## src/rtl/key_debounce.sv

```systemverilog
// Push-button debouncer with a four-state press/release FSM, edge strobes and a press counter.
// Slide switches are only synchronised to clk; they are not debounced.
module key_debounce #(
  parameter int DEBOUNCE_CYCLES = 1250000,
  parameter int CNT_W           = 21
) (
  input  logic       clk,
  input  logic       rst_n,
  input  logic       key_n,
  input  logic [1:0] sw,
  output logic       key_level,
  output logic       press_pulse,
  output logic       release_pulse,
  output logic [1:0] sw_sync,
  output logic [7:0] press_count
);

  typedef enum logic [1:0] {
    RELEASED    = 2'd0,
    PRESS_CHK   = 2'd1,
    PRESSED     = 2'd2,
    RELEASE_CHK = 2'd3
  } state_t;

  localparam logic [CNT_W-1:0] CNT_MAX  = CNT_W'(DEBOUNCE_CYCLES - 1);
  localparam logic [CNT_W-1:0] CNT_ZERO = '0;
  localparam logic [CNT_W-1:0] CNT_ONE  = CNT_W'(1);

  logic [1:0]       key_sync;
  logic [1:0]       sw_meta;
  logic             key_p;
  state_t           state;
  state_t           state_nxt;
  logic [CNT_W-1:0] cnt;
  logic [CNT_W-1:0] cnt_nxt;
  logic             press_set;
  logic             release_set;

  // Key idles high (released) so its synchroniser resets to 1s.
  always_ff @(posedge clk or negedge rst_n) begin
    if (!rst_n) begin
      key_sync <= 2'b11;
      sw_meta  <= 2'b00;
      sw_sync  <= 2'b00;
    end else begin
      key_sync <= {key_sync[0], key_n};
      sw_meta  <= sw;
      sw_sync  <= sw_meta;
    end
  end

  assign key_p = ~key_sync[1];

  // Registered FSM state, counter and outputs.
  always_ff @(posedge clk or negedge rst_n) begin
    if (!rst_n) begin
      state         <= RELEASED;
      cnt           <= CNT_ZERO;
      key_level     <= 1'b0;
      press_pulse   <= 1'b0;
      release_pulse <= 1'b0;
      press_count   <= 8'd0;
    end else begin
      state         <= state_nxt;
      cnt           <= cnt_nxt;
      press_pulse   <= press_set;
      release_pulse <= release_set;
      if (press_set) begin
        key_level   <= 1'b1;
        press_count <= press_count + 8'd1;
      end else if (release_set) begin
        key_level   <= 1'b0;
      end else begin
        key_level   <= key_level;
      end
    end
  end

  // Next-state and counter: any disagreement with the held level must persist
  // for DEBOUNCE_CYCLES consecutive samples; one agreeing sample restarts it.
  always_comb begin
    state_nxt = RELEASED;
    cnt_nxt   = CNT_ZERO;
    case (state)
      RELEASED: begin
        if (key_p) begin
          state_nxt = PRESS_CHK;
          cnt_nxt   = CNT_ONE;
        end else begin
          state_nxt = RELEASED;
          cnt_nxt   = CNT_ZERO;
        end
      end
      PRESS_CHK: begin
        if (!key_p) begin
          state_nxt = RELEASED;
          cnt_nxt   = CNT_ZERO;
        end else if (cnt == CNT_MAX) begin
          state_nxt = PRESSED;
          cnt_nxt   = CNT_ZERO;
        end else begin
          state_nxt = PRESS_CHK;
          cnt_nxt   = cnt + CNT_ONE;
        end
      end
      PRESSED: begin
        if (!key_p) begin
          state_nxt = RELEASE_CHK;
          cnt_nxt   = CNT_ONE;
        end else begin
          state_nxt = PRESSED;
          cnt_nxt   = CNT_ZERO;
        end
      end
      RELEASE_CHK: begin
        if (key_p) begin
          state_nxt = PRESSED;
          cnt_nxt   = CNT_ZERO;
        end else if (cnt == CNT_MAX) begin
          state_nxt = RELEASED;
          cnt_nxt   = CNT_ZERO;
        end else begin
          state_nxt = RELEASE_CHK;
          cnt_nxt   = cnt + CNT_ONE;
        end
      end
      default: begin
        state_nxt = RELEASED;
        cnt_nxt   = CNT_ZERO;
      end
    endcase
  end

  // Strobe requests; registered into press_pulse/release_pulse above.
  always_comb begin
    press_set   = 1'b0;
    release_set = 1'b0;
    case (state)
      PRESS_CHK: begin
        if (key_p && (cnt == CNT_MAX)) begin
          press_set = 1'b1;
        end else begin
          press_set = 1'b0;
        end
      end
      RELEASE_CHK: begin
        if (!key_p && (cnt == CNT_MAX)) begin
          release_set = 1'b1;
        end else begin
          release_set = 1'b0;
        end
      end
      default: begin
        press_set   = 1'b0;
        release_set = 1'b0;
      end
    endcase
  end

endmodule

```

## config.mk

```make
export PLATFORM = sky130hd
export DESIGN_NAME = key_debounce
export DESIGN_NICKNAME = d
export VERILOG_FILES = /design/src/rtl/key_debounce.sv
export SDC_FILE = /design/constraint.sdc
export NUM_CORES = 1
export LEC_CHECK = 0
export ABC_AREA = 1
export ABC_CLOCK_PERIOD_IN_PS = 2550
export CAP_MARGIN = 0
export CORE_MARGIN = 2
export CORE_UTILIZATION = 65
export CTS_BUF_LIST = sky130_fd_sc_hd__clkbuf_2 sky130_fd_sc_hd__clkbuf_4 sky130_fd_sc_hd__clkbuf_8
export DETAILED_ROUTE_END_ITERATION = 12
export GPL_ROUTABILITY_DRIVEN = 0
export PLACE_DENSITY = 0.95
export SYNTH_ARGS = -nofsm -noshare
export SYNTH_HDL_FRONTEND = slang
export SYNTH_SLANG_ARGS = --single-unit
```

## constraint.sdc

```tcl
create_clock -name clk -period 2.55 [get_ports clk]
set_clock_uncertainty 0.15 [all_clocks]
set_input_delay 0.255 -clock clk [delete_from_list [all_inputs] [get_ports clk]]
set_output_delay 0.255 -clock clk [all_outputs]
set_load 0.005 [all_outputs]
```

==> flow_metrics.py <==
metrics = {
    "global_routing": {
        "grt_max_degree": 41,
        "grt_pass1_vias": 1965,
        "grt_overflow": 0,
        "grt_pass1_wl_um": 8610,
        "antenna_found_initial": 0,
        "grt_use_total_pct": 27.9,
    },
    "cells_and_area": {
        "area_growth_pct": 12.2,
        "fin_cells": 375,
        "drive_gt1_share_pct": 8.51,
        "fin_util_pct": 75.8,
        "n_antenna_cell": 0,
        "layout_common_cells": "88 x nand2_1, 58 x nor2_1, 38 x inv_1, 38 x dfrtp_1, 26 x nand3_1",
        "fin_area_um2": 2510,
        "final_common_cell": "nand2_1",
        "fin_nets": 335,
    },
    "drt": {
        "ant_nets": 0,
        "drt_wl_total_um": 4810,
        "drtPass1Iterations": 4,
        "drt_iter0_markers": 125,
        "post-route-drc-count": 0,
        "vias": 1998,
        "avgRoutedWirePerCell_um": 12.8,
        "via_per_inst": 5.33,
    },
    "worst_setup_path": {
        "criticalPathCategory": "flip-flop to flip-flop",
        "worst_r2r_path_depth": 8,
        "cpMaxStageDelayCell": "dfrtp_1",
        "path_cells": "ha_1 > nand3_4 > nor2_4 > nand3_2 > nand2_4 > inv_2 > nand2_1 > nor2_1",
        "worstPathRequired_ns": 2.66,
        "critPathArrivalTime_ns": 1.98,
        "end_kind": "flip-flop",
        "cp.depth": 8,
        "crit_buf_inv": 1,
        "max_stage_delay_ns": 0.42,
        "worstSetupStartpointType": "flip-flop",
        "path_max_fanout": 19,
        "crit_family": "simple AND/OR/NAND/NOR gates",
    },
    "placement": {
        "dpl.cell_count": 366,
        "port_buffers": 17,
        "post_dp_cell_area_um2": 2440,
        "place_hpwl_um": 3640,
    },
    "timing": {
        "rsz0062_at_grt": "false",
        "worstMarginPinSlew_ns": 0.871,
        "drv_slew": 0,
        "setup_viol": 0,
        "fin_setup_tns_ns": 0,
        "slew_headroom_pct": 42.0,
        "hold_viol_final": 0,
        "period_needed_ns": 1.86,
        "fmax_mhz": 537,
        "period_share_pct": 73.0,
    },
    "logic_synthesis": {
        "syn_area_per_cell_um2": 7.31,
        "syn_area_um2": 2240,
        "ys_types": 26,
        "yosysTopAreaCellShare_pct": 42.5,
        "synth_top_cell_by_area": "dfrtp_1",
        "synth_warnings": 0,
        "syn_nets": 313,
        "synth_area_leaders": "dfrtp_1 43%, nand2_1 15%, nor2_1 9.7%",
        "syn_inst": 306,
        "ys_seq_elements": 40,
        "yosysSeqAreaShare_pct": 44.9,
    },
    "hold_path": {
        "holdPathStages": 1,
        "min_path_type": "input port to flip-flop",
    },
    "floorplan": {
        "ios": 18,
        "die_h_um": 62.7,
        "die_width_um": 62.7,
        "rows": 21,
        "core_um2": 3310,
        "start_util_pct": 67.5,
        "die_area_um2": 3930,
    },
    "pwr": {
        "power_leakage_nw": 1.09,
        "power_density_nw_per_um2": 419,
        "ir_drop_mv": 0.462,
    },
    "clock_network": {
        "ctsRootBufferMaster": "clkbuf_4",
        "cts_buffers": 5,
        "cts_resized": 0,
        "cts_hold_buf": 1,
        "post_cts_buffers": 0,
        "clock_latency_ns": 0.37,
        "cts.path.max_buffers": 2,
        "htreeDepth": 2,
        "clk_pin_slew_ns": 0.12,
        "clock-sinks": 40,
        "cts_tree": "built",
    },
    "run": {
        "maxCapViolations": 0,
    },
    "outcome": {
        "status": "finished clean",
    },
}
final cells by class:
cell class / instances / area [um2]
multi-input combinational: 222 / 1060
sequential: 40 / 1000
fill: 244 / 802
timing repair buffer: 18 / 175
inverter: 41 / 155
tap: 46 / 57.6
clock buffer: 5 / 37.5
clock inverter: 3 / 23.8
worst reg2reg max path, stage by stage, from the launching register on:
cell and delay [ns]:
dfrtp_1 0.42, ha_1 0.30, nand3_4 0.17, nor2_4 0.15, nand3_2 0.14, nand2_4 0.22, inv_2 0.09, nand2_1 0.07
nor2_1 0.04
synth_stat cells:
cell	count
nor2_2	4
inv_2	2
o21ai_0	5
a21oi_1	1
nand2_4	1
clkinv_2	1
nand3_2	2
buf_6	1
nor2b_1	1
nand2_2	3
nor3_1	8
inv_1	38
nor3b_1	2
dfrtp_1	38
nand2_1	88
ha_1	2
nor2_1	58
nand3b_1	1
xnor2_1	3
nand4_1	5
dfstp_2	2
nand3_1	26
buf_2	2
nor2_4	3
xor2_1	8
nand3_4	1
path summary, 6_finish.rpt:
| kind | startpoint | end | slack, ns |
|---|---|---|---|
| min | key_n | key_sync[0] | 0.13 |
| max reg2reg | cnt[0] | cnt[19] | 0.69 |
| max in group asynchronous | rst_n | cnt[5] | 1.33 |
| min reg2reg | key_sync[0] | key_sync[1] | 0.21 |
| min in group asynchronous | rst_n | press_count[0] | 0.37 |
| max | cnt[0] | cnt[19] | 0.69 |
metrics by stage:
stage | hold slack (ns) | power (mW) | setup WS (ns)
detailed placement | 0.190 | 0.732 | 0.717
global route | 0.110 | 1.09 | 0.525
finish | 0.134 | 1.05 | 0.688
floorplan | -0.191 | 0.703 | 0.942
global placement | 0.183 | 0.727 | 0.808
CTS | 0.122 | 1.06 | 0.697
flip-flops by register name (all words and copies together) (netlist names):
| name | count |
|---|---|
| key_level | 1 |
| key_sync | 2 |
| sw_meta | 2 |
| sw_sync | 2 |
| state | 2 |
| cnt | 21 |
| press_count | 8 |
| press_pulse | 1 |
| release_pulse | 1 |
layer usage:
layer  wire length, um  GRT usage, %
met1              1940          34.5
met2              2400          47.3
met3               344          5.77
met4               116          12.2
met5                 0             0
kinds of logic (layout without fill, tap and decap cells):
group	after synthesis	after routing	share of synthesized area, %
buf+inv	44	67	7.89
flops	40	40	44.9
xor+xnor	11	11	4.31
fa+ha+maj	2	2	1.12
simple gates	203	203	40.5
compound gates	6	6	1.34
power by group:
part	switching [mW]	internal, mW
Sequential	0.0104	0.647
Combinational	0.0450	0.0188
Clock	0.222	0.108
Power figures use the tool's default switching activity.
